File: src/rtl/packet_assembler_buffered_if.sv
// ---------------------------------------------------------------------------
// packet_assembler_buffered_if
//
// Purpose : valid/ready packet source bus feeding the buffered data-island
//           packet assembler. One beat carries a whole packet: the 24-bit
//           header plus NUM_SUB subpacket payloads.
//
// Signals :
//   pkt_valid  source offers a packet this cycle
//   pkt_ready  assembler's holding buffer can take a packet this cycle
//   header     24-bit packet header
//   sub        NUM_SUB subpacket payloads, SUB_BITS = 32*LANES-8 bits each
//
// Modports: master = packet source, slave = packet_assembler_buffered.
// ---------------------------------------------------------------------------
interface packet_assembler_buffered_if #(
    parameter int NUM_SUB = 4,
    parameter int LANES   = 2
);
    localparam int SUB_BITS = 32 * LANES - 8;

    logic                pkt_valid;
    logic                pkt_ready;
    logic [23:0]         header;
    logic [SUB_BITS-1:0] sub [NUM_SUB];

    modport master (
        output pkt_valid,
        output header,
        output sub,
        input  pkt_ready
    );

    modport slave (
        input  pkt_valid,
        input  header,
        input  sub,
        output pkt_ready
    );
endinterface

File: src/rtl/packet_assembler_buffered.sv
// ---------------------------------------------------------------------------
// packet_assembler_buffered
//
// Purpose : accepts whole data-island packets into a one-entry holding
//           buffer, moves them into a current-packet register at packet
//           boundaries, and serialises the current packet over 32 slots with
//           BCH(64,56)/(32,24) style ECC appended. When nothing is pending a
//           null packet (all zeros) is sent.
//
// Ports   :
//   clk_pixel           pixel clock, the only clock
//   reset_n             synchronous active-low reset
//   data_island_period  high while data-island slots are transmitted
//   pkt_if              slave side of the packet valid/ready bus
//   packet_data         OUT_W bits for the current slot
//   counter             slot index 0..31
//   pkt_done            one-cycle pulse after a real packet's last slot
//   aborted             one-cycle pulse after an island was cut short
// ---------------------------------------------------------------------------
module packet_assembler_buffered #(
    parameter  int NUM_SUB  = 4,
    parameter  int LANES    = 2,
    localparam int SUB_BITS = 32 * LANES - 8,
    localparam int OUT_W    = 1 + NUM_SUB * LANES
) (
    input  logic                 clk_pixel,
    input  logic                 reset_n,
    input  logic                 data_island_period,
    packet_assembler_buffered_if.slave pkt_if,
    output logic [OUT_W-1:0]     packet_data,
    output logic [4:0]           counter,
    output logic                 pkt_done,
    output logic                 aborted
);

    localparam int         BLK_BITS = 32 * LANES;
    localparam int         IDX_W    = $clog2(BLK_BITS);
    // Subpacket data occupies slots below this index; the rest carry parity.
    localparam logic [4:0] SUB_LAST = 5'(32 - 8 / LANES);
    localparam logic [7:0] POLY     = 8'h83;

    // One bit of the BCH parity LFSR.
    function automatic logic [7:0] ecc_step(input logic [7:0] e, input logic b);
        return (e >> 1) ^ ((e[0] ^ b) ? POLY : 8'h00);
    endfunction

    // LANES bits per clock, lowest bit index first.
    function automatic logic [7:0] ecc_lanes(input logic [7:0] e_in, input logic [LANES-1:0] bits);
        logic [7:0] e;
        e = e_in;
        for (int j = 0; j < LANES; j++) begin
            e = ecc_step(e, bits[j]);
        end
        return e;
    endfunction

    logic                dip;
    logic                at_last;
    logic                abort;
    logic                hold_drain;
    logic                xfer;

    logic                rdy_en_q,      rdy_en_d;
    logic                hold_full_q,   hold_full_d;
    logic [23:0]         hold_header_q, hold_header_d;
    logic [SUB_BITS-1:0] hold_sub_q [NUM_SUB];
    logic [SUB_BITS-1:0] hold_sub_d [NUM_SUB];
    logic                cur_valid_q,   cur_valid_d;
    logic [23:0]         cur_header_q,  cur_header_d;
    logic [SUB_BITS-1:0] cur_sub_q [NUM_SUB];
    logic [SUB_BITS-1:0] cur_sub_d [NUM_SUB];
    logic [4:0]          counter_q,     counter_d;
    logic [7:0]          par_hdr_q,     par_hdr_d;
    logic [7:0]          par_sub_q [NUM_SUB];
    logic [7:0]          par_sub_d [NUM_SUB];
    logic                pkt_done_q,    pkt_done_d;
    logic                aborted_q,     aborted_d;

    logic [31:0]         hdr_bch;
    logic                hdr_bit;
    logic [IDX_W-1:0]    lane_base;
    logic [BLK_BITS-1:0] sub_bch  [NUM_SUB];
    logic [LANES-1:0]    sub_lane [NUM_SUB];

    // Control decodes shared by the buffer, current register and ECC.
    // A drain happens at a packet boundary: the island wrap, or while idle
    // with nothing current. Dropping dip mid-island is an abort.
    always_comb begin
        dip        = data_island_period;
        at_last    = (counter_q == 5'd31);
        abort      = !dip && (counter_q != 5'd0);
        hold_drain = hold_full_q && ((dip && at_last) || (!dip && !cur_valid_q));
        xfer       = pkt_if.pkt_valid && pkt_if.pkt_ready;
    end

    // rdy_en_q keeps pkt_ready low through reset and for the first edge after.
    assign pkt_if.pkt_ready = rdy_en_q && (!hold_full_q || hold_drain);

    // Holding buffer: a new transfer wins over a drain, so a simultaneous
    // drain and refill leaves the buffer full with the new packet.
    always_comb begin
        rdy_en_d      = 1'b1;
        hold_full_d   = hold_full_q;
        hold_header_d = hold_header_q;
        hold_sub_d    = hold_sub_q;
        if (xfer) begin
            hold_full_d   = 1'b1;
            hold_header_d = pkt_if.header;
            hold_sub_d    = pkt_if.sub;
        end else if (hold_drain) begin
            hold_full_d = 1'b0;
        end
    end

    // Current packet: emptied at the island wrap or on abort, then refilled
    // from the buffer if a drain is due. Loading after the abort clear means
    // the held packet replaces a dropped one rather than being lost.
    always_comb begin
        cur_valid_d  = cur_valid_q;
        cur_header_d = cur_header_q;
        cur_sub_d    = cur_sub_q;
        if (abort || (dip && at_last)) begin
            cur_valid_d = 1'b0;
        end
        if (hold_drain) begin
            cur_valid_d  = 1'b1;
            cur_header_d = hold_header_q;
            cur_sub_d    = hold_sub_q;
        end
    end

    // Slot selection. Each block is {parity, data}; the slot index picks one
    // header bit and LANES consecutive bits of every subpacket block.
    always_comb begin
        hdr_bch   = {par_hdr_q, cur_header_q};
        hdr_bit   = hdr_bch[counter_q];
        lane_base = IDX_W'(counter_q) * IDX_W'(LANES);
        for (int i = 0; i < NUM_SUB; i++) begin
            sub_bch[i]  = {par_sub_q[i], cur_sub_q[i]};
            sub_lane[i] = sub_bch[i][lane_base +: LANES];
        end
    end

    // Slot counter and ECC accumulation. Parity only advances across the
    // data slots; once frozen, the slot selection above shifts it out.
    always_comb begin
        counter_d = dip ? counter_q + 5'd1 : 5'd0;
        par_hdr_d = par_hdr_q;
        par_sub_d = par_sub_q;
        if (!dip || at_last) begin
            par_hdr_d = 8'h00;
            for (int i = 0; i < NUM_SUB; i++) begin
                par_sub_d[i] = 8'h00;
            end
        end else begin
            if (counter_q < 5'd24) begin
                par_hdr_d = ecc_step(par_hdr_q, hdr_bit);
            end
            if (counter_q < SUB_LAST) begin
                for (int i = 0; i < NUM_SUB; i++) begin
                    par_sub_d[i] = ecc_lanes(par_sub_q[i], sub_lane[i]);
                end
            end
        end
    end

    // Status pulses, registered so they appear in the cycle after the event.
    always_comb begin
        pkt_done_d = dip && at_last && cur_valid_q;
        aborted_d  = abort;
    end

    // Output word: header bit in bit 0, then lane-major subpacket bits.
    // A null packet forces every bit to zero.
    always_comb begin
        packet_data = '0;
        if (cur_valid_q) begin
            packet_data[0] = hdr_bit;
            for (int j = 0; j < LANES; j++) begin
                for (int i = 0; i < NUM_SUB; i++) begin
                    packet_data[1 + j * NUM_SUB + i] = sub_lane[i][j];
                end
            end
        end
    end

    assign counter  = counter_q;
    assign pkt_done = pkt_done_q;
    assign aborted  = aborted_q;

    // State register. Reset empties both entries and suppresses all pulses.
    always_ff @(posedge clk_pixel) begin
        if (!reset_n) begin
            rdy_en_q      <= 1'b0;
            hold_full_q   <= 1'b0;
            hold_header_q <= '0;
            cur_valid_q   <= 1'b0;
            cur_header_q  <= '0;
            counter_q     <= 5'd0;
            par_hdr_q     <= 8'h00;
            pkt_done_q    <= 1'b0;
            aborted_q     <= 1'b0;
            for (int i = 0; i < NUM_SUB; i++) begin
                hold_sub_q[i] <= '0;
                cur_sub_q[i]  <= '0;
                par_sub_q[i]  <= 8'h00;
            end
        end else begin
            rdy_en_q      <= rdy_en_d;
            hold_full_q   <= hold_full_d;
            hold_header_q <= hold_header_d;
            cur_valid_q   <= cur_valid_d;
            cur_header_q  <= cur_header_d;
            counter_q     <= counter_d;
            par_hdr_q     <= par_hdr_d;
            pkt_done_q    <= pkt_done_d;
            aborted_q     <= aborted_d;
            for (int i = 0; i < NUM_SUB; i++) begin
                hold_sub_q[i] <= hold_sub_d[i];
                cur_sub_q[i]  <= cur_sub_d[i];
                par_sub_q[i]  <= par_sub_d[i];
            end
        end
    end

endmodule

File: src/flat_wrapper.sv
// flat-port wrapper written by rule: the top's interface ports become plain ports
module packet_assembler_buffered_flat 
#(
    parameter  int NUM_SUB  = 4,
    parameter  int LANES    = 2,
    localparam int SUB_BITS = 32 * LANES - 8,
    localparam int OUT_W    = 1 + NUM_SUB * LANES
)
  (clk_pixel, reset_n, data_island_period, packet_data, counter, pkt_done, aborted, pkt_if_pkt_valid, pkt_if_header, pkt_if_sub, pkt_if_pkt_ready);
  packet_assembler_buffered_if #(.NUM_SUB(NUM_SUB), .LANES(LANES)) pkt_if_i ();
  input  logic clk_pixel;
  input  logic reset_n;
  input  logic data_island_period;
  output logic [OUT_W-1:0] packet_data;
  output logic [4:0] counter;
  output logic pkt_done;
  output logic aborted;
  input wire logic [$bits(pkt_if_i.pkt_valid)-1:0] pkt_if_pkt_valid;
  input wire logic [$bits(pkt_if_i.header)-1:0] pkt_if_header;
  input wire logic [$bits(pkt_if_i.sub)-1:0] pkt_if_sub;
  output wire logic [$bits(pkt_if_i.pkt_ready)-1:0] pkt_if_pkt_ready;
  assign pkt_if_i.pkt_valid = pkt_if_pkt_valid;
  assign pkt_if_i.header = pkt_if_header;
  assign pkt_if_i.sub = {>>{pkt_if_sub}};
  assign pkt_if_pkt_ready = pkt_if_i.pkt_ready;
  packet_assembler_buffered #(.NUM_SUB(NUM_SUB), .LANES(LANES)) u_core (.clk_pixel(clk_pixel), .reset_n(reset_n), .data_island_period(data_island_period), .pkt_if(pkt_if_i), .packet_data(packet_data), .counter(counter), .pkt_done(pkt_done), .aborted(aborted));
endmodule
File: config.mk
export PLATFORM = sky130hd
export DESIGN_NAME = packet_assembler_buffered_flat
export DESIGN_NICKNAME = d
export VERILOG_FILES = /design/src/rtl/packet_assembler_buffered_if.sv /design/src/rtl/packet_assembler_buffered.sv /design/src/flat_wrapper.sv
export SDC_FILE = /design/constraint.sdc
export NUM_CORES = 1
export LEC_CHECK = 0
export ABC_AREA = 0
export CORE_ASPECT_RATIO = 0.75
export CORE_UTILIZATION = 41
export CTS_BUF_LIST = sky130_fd_sc_hd__clkbuf_8
export DETAILED_ROUTE_END_ITERATION = 8
export GPL_TIMING_DRIVEN = 0
export SYNTH_ARGS = -nofsm -noshare
export SYNTH_HDL_FRONTEND = slang
export SYNTH_SLANG_ARGS = --single-unit
File: constraint.sdc
create_clock -name clk_pixel -period 5.97 [get_ports clk_pixel]
set_clock_uncertainty 0.15 [all_clocks]
set_input_delay 1.194 -clock clk_pixel [delete_from_list [all_inputs] [get_ports clk_pixel]]
set_output_delay 1.194 -clock clk_pixel [all_outputs]
set_load 0.02 [all_outputs]
==> metrics.md, run 1 <==
| Metric | Value |
|---|---|
| Status | finished, final reports clean |
| Mapped cell area | 22620 um^2 |
| Final setup fails | 0 |
| Number of flops mapped to enable cells by yosys | 0 |
| FP Rows | 74 |
| Worst VDD drop | 0.0001221 V |
| Largest net degree at the start of global routing | 11 |
| GRT Util Overall | about a quarter |
| Final wirelength | approximately 68 mm |
| # H-tree levels | 3 |
| Clk slew on worst S/H paths | 0.07 ns |
| Critical Path RT | approximately 4.6 ns |
| Relative slew slack | between 10% and 20% |
| Final core occ | 51.24% |
| Congestion Overflow GR | 0 |
| Vias | approximately 19000 |
| Routability Congestion | around 0.86 |
| Most frequent cells in the layout | nand2_1 (1060), dfxtp_1 (546), a21boi_0 (501), clkdlybuf4s50_1 (267), clkbuf_1 (176) |
| Cell Chain, Critical Path | clkbuf_2 > or3b_1 > clkbuf_1 > clkbuf_1 > o221ai_1 > a221oi_1 > nor3_1 > clkdlybuf4s50_1 |
| Syn Inst Count | 2604 |
| DRT Pass-1 Iters | 5 |
| Most common cell after layout, fill and taps aside | nand2_1 |
| IO Pins | between 200 and 300 |
| Die span in y | between 200 and 250 um |
| Drt wl/cell | 18.08 um |
| Placed Cells | roughly 3600 |
| Drc violations | 0 |
| Final period util | between 90% and 100% |
| Die W | ~270 um |
| Non-Filler Instances | roughly 3700 |
| Max clock buf depth | 3 |
| Yosys reg bits | between 500 and 600 |
| Post-CTS Hold Fix Bufs | 0 |
| Cell area power density | 270.9 nW/um^2 |
| Antenna violations before repair | 2 |
| CTS Buf Count | 86 |
| Hold Path Class | reg -> reg |
| Kind of start point of the critical path | flip-flop |
| Pre-CTS setup slack | 0.1235 ns |
| Final ANT Viol Nets | 0 |
| NetSw | ~1800 uW |
| Sequential area share after synthesis | between 40 and 50% |
| Worst-skew pair later-pin latency | about 0.66 ns |
| Crit path DAT | 4.45 ns |
| DP HPWL | between 40 and 50 mm |
| Pleak | around 0.0094 uW |
| RSZ-0062 raised after global routing | no |
| CTS tree | yes |
| Sw Share | ~24% |
| Vias in the first global route | 18497 |
| Max Freq | around 170 MHz |
| Iter 0 DRT Violations | 1271 |
| Post-synthesis async set-or-reset flop share | 0% |
| CP most frequent cell | clkbuf_1 |
| Port Buffers | approximately 270 |
| Path type of the worst setup path | reg -> out |
| Syn nets | about 2900 |
| Layout net count | about 3200 |
| Initial Util | between 40% and 50% |
| Clock power share | 42.1% |
| Area growth from synthesis to layout | 23.34% |
| CP max stage delay | ~0.85 ns |
| Setup ws final | roughly 0.18 ns |
| Yosys warnings | 0 |
| CTS root buf | clkbuf_8 |
| Final Hold Viols | 0 |
| Vias/cell | 5.067 |
| ANT cells | 0 |
| Synthesized area per cell | ~8.7 um^2 |
| Sequential share of power | between 50% and 60% |
| Synth Flop Type | dfxtp_1 |
| Total Neg Setup Slack | 0 ns |
| Worst path slowest cell | clkbuf_1 |
| Tmin final | between 5 and 6 ns |
| Internal power | about 5700 uW |
| Synth cell types | between 40 and 50 |
| Worst Tran Pin Value | between 1 and 1.5 ns |
| Max Cap Violations | 0 |
| CP Capture Type | primary output |
| First-pass GRT wire length | 103.2 mm |
| Post-CTS Setup Repair Bufs | 0 |
| CTS Sinks | 546 |
| Die area | approximately 56000 um^2 |
| Core Area | between 50000 and 60000 um^2 |
| Layout cells sized above 1 | approximately 6.6% |
| Total power | 7558 uW |
| Pins over their slew limit | 0 |
| Combinational Power Share | under 10% |
| Crit Path Max Fanout | 10 |
[worst paths after layout]
path                                              from               endpoint  slack [ns]  cells past startpoint
worst max-delay path                 u_core.counter[3]         packet_data[1]        0.18                      8
worst min-delay path            u_core.hold_sub_q[166]  u_core.cur_sub_q[166]        0.31                      2
worst max register to register       u_core.counter[3]   u_core.hold_sub_q[0]        0.69                     14
worst min register to register  u_core.hold_sub_q[166]  u_core.cur_sub_q[166]        0.31                      2
[cells by family (layout without fill, tap and decap cells)]
| logic type | count (synthesis) | in the layout | synth area share (%) |
|---|---|---|---|
| multiplexers | 112 | 112 | 8.436 |
| adder cells (fa/ha/maj) | 3 | 3 | 0.1660 |
| AND/OR/NAND/NOR | 1120 | 1120 | 19.04 |
| flip-flops | 546 | 546 | 48.33 |
| buffers and inverters | 213 | 624 | 3.751 |
| XOR/XNOR | 18 | 18 | 0.8796 |
| AO/OA/AOI/OAI | 592 | 592 | 19.41 |
[repair_timing]
action / 4_1_cts / 5_1_grt
gates cloned: 0 / 0
resized for setup: 2 / 1
setup endpoints to repair: 1 / 1
[cell usage after synthesis, types with 4 or more instances]
cell      number  area (um^2)
buf_2          8        40.04
a221o_1        7        70.07
and3_1         5        31.28
a21oi_1       31        155.2
mux2_2        16        180.2
mux4_1        11        289.0
a21boi_0     501         3761
o211ai_1       5        37.54
dfxtp_1      546        10930
nor2_1        22        82.58
mux4_2        47         1059
xor2_1         7        61.31
o221ai_1      14        122.6
a221oi_1       8        70.07
and3b_1        4        35.03
inv_1          5        18.77
and2_1         9        56.30
mux2i_1       38        380.4
clkbuf_1     178        668.1
buf_1         16        60.06
xnor2_1        8        70.07
a211oi_1       8        60.06
or3_1          9        56.30
nand2_1     1060         3979
o21ai_0        9        45.04
[area by class of cell]
| class | instances | area [um^2] |
|---|---|---|
| Multi-Input combinational cell | 1845 | 10840 |
| Clock buffer | 109 | 1500 |
| Clock inverter | 35 | 195.2 |
| Timing Repair Buffer | 267 | 2673 |
| Fill cell | 5167 | 26540 |
| Sequential cell | 546 | 10930 |
| Tap cell | 722 | 903.4 |
| Buffer | 207 | 834.6 |
| Inverter | 6 | 22.52 |
[metrics by stage]
| step | hold WS, ns | cell area, um^2 |
|---|---|---|
| floorplan | 0.2886 | 22620 |
| global placement | 0.2962 | 26190 |
| detailed placement | 0.3060 | 26190 |
| CTS | 0.3140 | 27890 |
| global route | 0.3273 | 27900 |
| finish | 0.3103 | 27900 |
[routing by layer]
| metal | share of wire [%] | track usage [%] | up-vias |
|---|---|---|---|
| met3 | 6.3 | 4.575 | 106 |
| li1 | - | - | 9389 |
| met2 | 42 | 35.95 | 544 |
| met4 | 2.3 | 6.883 | 0 |
| met5 | 0 | 0 | - |
| met1 | 49 | 34.55 | 8895 |
[worst max-delay path: cells and delay by family, from the launching register on]
kind            cells  cell delay [ns]
buf+inv             4             2.12
compound gates      2             0.86
flops               1             0.41
simple gates        2             0.38
[power by group through the flow]
stage	clock [uW]	sequential, uW	combinational (uW)
6_report	3180	3800	578
5_1_grt	3410	3800	635
4_1_cts	3240	3800	582
3_5_place_dp	0	3880	579
3_3_place_gp	0	3870	569
2_1_floorplan	0	3850	289
[state kept, by name (all words and copies together) (netlist names)]
name and count:
u_core.aborted 1, u_core.counter 5, u_core.cur_header_q 24, u_core.cur_sub_q 224, u_core.cur_valid_q 1, u_core.hold_full_q 1, u_core.hold_header_q 24, u_core.hold_sub_q 224
u_core.par_hdr_q 8, u_core.par_sub_q 32, u_core.pkt_done 1, u_core.rdy_en_q 1
Note: power is estimated with default switching activity, not from simulation.
==> inputs of run 2 (changes only) <==
--- a/config.mk
+++ b/config.mk
@@ -8,7 +8,7 @@
 export ABC_AREA = 0
 export CORE_ASPECT_RATIO = 0.75
 export CORE_UTILIZATION = 41
-export CTS_BUF_LIST = sky130_fd_sc_hd__clkbuf_8
+export CTS_BUF_LIST = sky130_fd_sc_hd__clkbuf_4
 export DETAILED_ROUTE_END_ITERATION = 8
 export GPL_TIMING_DRIVEN = 0
 export SYNTH_ARGS = -nofsm -noshare
==> metrics.md, run 2 (synthesized netlist as in run 1, its figures left out) <==
| Metric | Value |
|---|---|
| Clk slew on worst S/H paths | 0.07 ns (about the same) |
| Final ANT Viol Nets | 0 (unchanged) |
| Max Freq | 171.0 MHz (-0.93%) |
| CTS Sinks | 546 (unchanged) |
| Initial Util | 41.54% (unchanged) |
| Iter 0 DRT Violations | 1284 (+1.0%) |
| GRT Util Overall | 24.12% (+0.23 points) |
| Post-CTS Hold Fix Bufs | 0 (unchanged) |
| Port Buffers | 267 (unchanged) |
| Drt wl/cell | 17.73 um (-1.9%) |
| Sw Share | 24.46% (+0.35 points) |
| Final wirelength | 67.82 mm (+0.40%) |
| Total Neg Setup Slack | 0 ns (unchanged) |
| Final setup fails | 0 (unchanged) |
| CP Capture Type | primary output |
| NetSw | 1850 uW (+1.5%) |
| Clock power share | 42.2% (about the same) |
| CP max stage delay | 0.91 ns (+0.06 ns) |
| Worst path slowest cell | clkdlybuf4s15_1 |
| Vias/cell | 5.046 (-0.41%) |
| Pleak | 0.009493 uW (+0.69%) |
| DRT Pass-1 Iters | 7 (+2) |
| Worst-skew pair later-pin latency | 0.87 ns (+0.21 ns) |
| Max clock buf depth | 3 (unchanged) |
| Largest registers | u_core.cur_sub_q (224), u_core.hold_sub_q (224), u_core.par_sub_q (32) |
| Cell Chain, Critical Path | clkbuf_2 > clkdlybuf4s15_1 > mux4_2 > mux2_2 > a221o_1 > nand2_1 > nor2_1 > clkdlybuf4s50_1 |
| Vias | 19306 (+2.0%) |
| Sequential share of power | 50.2% (about the same) |
| IO Pins | 269 (unchanged) |
| Layout cells sized above 1 | 9.548% (+2.9 points) |
| Final Hold Viols | 0 (unchanged) |
| Area growth from synthesis to layout | 23.53% |
| Tmin final | 5.847 ns (+0.05463 ns) |
| Worst Tran Pin Value | 1.232 ns (+0.01150 ns) |
| Die area | 56120 um^2 (unchanged) |
| Crit Path Max Fanout | 10 (unchanged) |
| Core Area | 54440 um^2 (unchanged) |
| Max Cap Violations | 0 (unchanged) |
| Die span in y | 205.4 um (unchanged) |
| # H-tree levels | 4 (+1) |
| Relative slew slack | 17.90% (-0.77 points) |
| Internal power | 5714 uW (-0.37%) |
| FP Rows | 74 (unchanged) |
| Path type of the worst setup path | reg -> out |
| Most common cell after layout, fill and taps aside | nand2_1 |
| Largest net degree at the start of global routing | 17 (+6) |
| Layout net count | 3268 (+1.7%) |
| First-pass GRT wire length | 104.2 mm (+0.99%) |
| Hold Path Class | reg -> reg |
| Routability Congestion | 0.8562 (unchanged) |
| Cell area power density | 270.7 nW/um^2 (about the same) |
| Antenna violations before repair | 2 (unchanged) |
| CTS root buf | clkbuf_4 |
| Drc violations | 0 (unchanged) |
| Finished Cell Area | 27940 um^2 (+0.15%) |
| CTS tree | yes |
| Congestion Overflow GR | 0 (unchanged) |
| Most frequent cells in the layout | nand2_1 (1060), dfxtp_1 (546), a21boi_0 (501), clkdlybuf4s50_1 (267), clkbuf_4 (206) |
| Pins over their slew limit | 0 (unchanged) |
| Crit path DAT | 4.50 ns (+0.05 ns) |
| Post-CTS Setup Repair Bufs | 0 (unchanged) |
| Status | finished, final reports clean |
| Critical Path RT | 4.63 ns (about the same) |
| DP HPWL | 49.33 mm (unchanged) |
| Vias in the first global route | 19056 (+3.0%) |
| Kind of start point of the critical path | flip-flop |
| Hold_ws | 0.2916 ns (-0.01866 ns) |
| Final period util | 97.94% (+0.92 points) |
| Area post-placement | 26190 um^2 (unchanged) |
| Combinational Power Share | 7.6% (about the same) |
| Worst VDD drop | 0.0001256 V (+2.9%) |
| Die W | 273.2 um (unchanged) |
| CTS Buf Count | 141 (+64%) |
-- run 2: final cells by class --
| class | count | area [um^2] |
|---|---|---|
| fillers | 5206 | 26500 |
| plain buffers | 206 | 839.6 |
| flip-flops and latches | 546 | 10930 |
| clock buffers | 206 | 1546 |
| repair buffers | 267 | 2673 |
| diodes | 4 | 10.01 |
| multi-input cells | 1845 | 10840 |
| inverters | 6 | 22.52 |
| clock inverters | 24 | 171.4 |
| well taps | 722 | 903.4 |
-- run 2: critical path: cells and delay by family (launching register included) --
family | cells | cell delay [ns]
AO/OA/AOI/OAI | 1 | 0.36
AND/OR/NAND/NOR | 2 | 0.24
buffers and inverters | 3 | 1.90
multiplexers | 2 | 0.71
flip-flops | 1 | 0.41
-- run 2: path summary, 6_finish.rpt --
check	startpoint	to	slack [ns]	depth (start not counted)
max	u_core.counter[3]	packet_data[8]	0.12	8
min	u_core.hold_sub_q[184]	u_core.cur_sub_q[184]	0.29	2
max reg2reg	u_core.counter[3]	u_core.hold_sub_q[0]	1.04	13
min reg2reg	u_core.hold_sub_q[184]	u_core.cur_sub_q[184]	0.29	2
-- run 2: stage by stage --
stage          total power (uW)  worst slack, ns  cells  util, %
2_1_floorplan              4142            2.234   2604        -
3_3_place_gp               4442           0.2596   3593    48.11
3_5_place_dp               4455           0.1235   3593    48.11
4_1_cts                    7648         0.006627   3823    51.29
5_1_grt                    7908        -0.004674   3826    51.32
6_report                   7564           0.1230   3826    51.32
-- run 2: layer usage --
layer / vias up / GRT usage (%) / wire length, um
li1: 9566 / - / -
met1: 9073 / 34.15 / 33120
met2: 560 / 36.49 / 28720
met3: 107 / 5.415 / 4644
met4: 0 / 7.163 / 1345
met5: - / 0 / 0
-- run 2: power by group through the flow --
stage / combinational (uW) / clock, uW / sequential, uW
floorplan: 289 / 0 / 3850
global placement: 569 / 0 / 3870
detailed placement: 579 / 0 / 3880
CTS: 582 / 3270 / 3790
global route: 635 / 3470 / 3800
finish: 577 / 3190 / 3800
-- run 2: repair_timing --
action	in CTS	in global routing
pin swaps	0	0
gates cloned	0	0
gates resized for setup	4	6
setup endpoints to repair	9	6
==> inputs of run 3 (changes only) <==
--- a/config.mk
+++ b/config.mk
@@ -6,7 +6,7 @@
 export NUM_CORES = 1
 export LEC_CHECK = 0
 export ABC_AREA = 0
-export CORE_ASPECT_RATIO = 0.75
+export CORE_ASPECT_RATIO = 1.2
 export CORE_UTILIZATION = 41
 export CTS_BUF_LIST = sky130_fd_sc_hd__clkbuf_4
 export DETAILED_ROUTE_END_ITERATION = 8
==> metrics.md, run 3 (synthesized netlist as in run 1, its figures left out) <==
| Metric | Value |
|---|---|
| FP Rows | 93 (+26%) |
| Finished Cell Area | 27860 um^2 (-0.29%) |
| Internal power | 5686 uW (-0.48%) |
| Hold Path Class | reg -> reg |
| RSZ-0062 raised after global routing | no |
| GRT Util Overall | 23.35% (-0.77 points) |
| Routability Congestion | 0.8702 (+1.6%) |
| Post-CTS Setup Repair Bufs | 0 (unchanged) |
| Final Hold Viols | 0 (unchanged) |
| Area growth from synthesis to layout | 23.17% |
| Core Area | 54110 um^2 (-0.61%) |
| CP Capture Type | primary output |
| Fill count | 5386 (+3.5%) |
| Total Neg Setup Slack | 0 ns (unchanged) |
| CTS Buf Count | 139 (-1.4%) |
| Max clock buf depth | 3 (unchanged) |
| Antenna violations before repair | 1 (-1) |
| Crit Path Max Fanout | 10 (unchanged) |
| Die W | 216.4 um (-21%) |
| Worst Tran Pin Value | 1.210 ns (-0.02127 ns) |
| Die span in y | 259.3 um (+26%) |
| Cell area power density | 268.8 nW/um^2 (-0.72%) |
| CTS root buf | clkbuf_4 |
| Most common cell after layout, fill and taps aside | nand2_1 |
| Worst-skew pair later-pin latency | 0.86 ns (about the same) |
| Sequential share of power | 50.7% (+0.5 points) |
| Tmin final | 5.789 ns (-0.05751 ns) |
| Final wirelength | 66.01 mm (-2.7%) |
| Largest registers | u_core.cur_sub_q (224), u_core.hold_sub_q (224), u_core.par_sub_q (32) |
| Vias in the first global route | 19145 (+0.47%) |
| Sw Share | 24.06% (-0.40 points) |
| Max Cap Violations | 0 (unchanged) |
| Layout net count | 3266 (-0.061%) |
| Crit path DAT | 4.45 ns (-0.05 ns) |
| Layout cells sized above 1 | 9.217% (-0.33 points) |
| Path type of the worst setup path | reg -> out |
| Pleak | 0.009457 uW (-0.38%) |
| CTS Sinks | 546 (unchanged) |
| DP HPWL | 48.70 mm (-1.3%) |
| Footprint of the multi-input gates | 10840 um^2 (about the same) |
| Setup ws final | 0.1806 ns (+0.05751 ns) |
| First-pass GRT wire length | 101.2 mm (-2.9%) |
| Kind of start point of the critical path | flip-flop |
| Vias/cell | 5.022 (-0.48%) |
| DRT Pass-1 Iters | 5 (-2) |
| Worst VDD drop | 0.0001460 V (+16%) |
| Drc violations | 0 (unchanged) |
| Max Freq | 172.7 MHz (+0.99%) |
| Relative slew slack | 19.31% (+1.4 points) |
| Initial Util | 41.80% (+0.26 points) |
| Most frequent cells in the layout | nand2_1 (1060), dfxtp_1 (546), a21boi_0 (501), clkdlybuf4s50_1 (267), clkbuf_4 (196) |
| Register cell area after layout | 10930 um^2 (unchanged) |
| Combinational Power Share | 7.6% (about the same) |
| Drt wl/cell | 17.35 um (-2.1%) |
| CTS tree | yes |
| Largest net degree at the start of global routing | 17 (unchanged) |
| Iter 0 DRT Violations | 988 (-23%) |
| Final ANT Viol Nets | 0 (unchanged) |
| IO Pins | 269 (unchanged) |
| NetSw | 1802 uW (-2.6%) |
| # H-tree levels | 4 (unchanged) |
| Area post-placement | 26180 um^2 (about the same) |
| Critical Path RT | 4.63 ns (about the same) |
| Status | finished, final reports clean |
| Die area | 56110 um^2 (about the same) |
| Total power | 7488 uW (-1.0%) |
| Pre-CTS setup slack | 0.2956 ns (+0.1721 ns) |
| Vias | 19108 (-1.0%) |
| Port Buffers | 267 (unchanged) |
| Congestion Overflow GR | 0 (unchanged) |
| Clk slew on worst S/H paths | 0.07 ns (about the same) |
| Post-CTS Hold Fix Bufs | 0 (unchanged) |
| Clock power share | 41.7% (-0.5 points) |
| Final setup fails | 0 (unchanged) |
| Final period util | 96.98% (-0.96 points) |
| Pins over their slew limit | 0 (unchanged) |
run 3: final timing paths:
check                                             from                     to  slack, ns  cells after the start
worst max-delay path                 u_core.counter[3]         packet_data[8]       0.18                      8
worst min-delay path            u_core.hold_sub_q[190]  u_core.cur_sub_q[190]       0.30                      2
worst max register to register       u_core.counter[3]  u_core.hold_sub_q[84]       1.16                     13
worst min register to register  u_core.hold_sub_q[190]  u_core.cur_sub_q[190]       0.30                      2
run 3: timing repair:
item,4_1_cts,5_1_grt
gates resized for setup,2,2
endpoints found under the hold margin,0,0
setup endpoints to repair,7,2
run 3: cell type report:
class | count | share of cell area, %
tap | 712 | 3.198
sequential | 546 | 39.23
clock buffer | 196 | 5.282
inverter | 6 | 0.08084
antenna | 1 | 0.008982
multi-input combinational | 1845 | 38.91
clock inverter | 26 | 0.7321
buffer | 206 | 2.964
timing repair buffer | 267 | 9.593
run 3: per-stage QoR:
| step | hold slack (ns) | instances | util [%] |
|---|---|---|---|
| after floorplan | 0.2886 | 2604 | - |
| after detailed placement | 0.3047 | 3583 | 48.39 |
| final | 0.3028 | 3805 | 51.49 |
| after CTS | 0.2879 | 3805 | 51.49 |
| after global routing | 0.3087 | 3805 | 51.49 |
| after global placement | 0.2971 | 3583 | 48.39 |
run 3: worst max-delay path, stage by stage, from the launching register on:
cell,delay [ns]
dfxtp_1,0.39
clkbuf_2,0.35
clkbuf_1,0.88
mux4_2,0.42
mux2_2,0.29
a221o_1,0.36
nand2_1,0.18
nor2_1,0.12
clkdlybuf4s50_1,0.58
run 3: per-layer routing:
metal  routed length, um  GRT usage, %  part of all wire [%]  vias to the layer above
li1                    -             -                     -                     9556
met1               28810         28.19                    44                     8958
met2               32420         40.76                    49                      468
met3                2873         4.124                   4.4                      126
met4                1911         9.800                   2.9                        0
met5                   0             0                     0                        -
run 3: power by group through the flow:
stage	Clock [uW]	Sequential, uW	Combinational [uW]
2_1_floorplan	0	3850	289
3_3_place_gp	0	3870	564
3_5_place_dp	0	3880	571
4_1_cts	3210	3800	574
5_1_grt	3390	3800	626
6_report	3130	3800	567
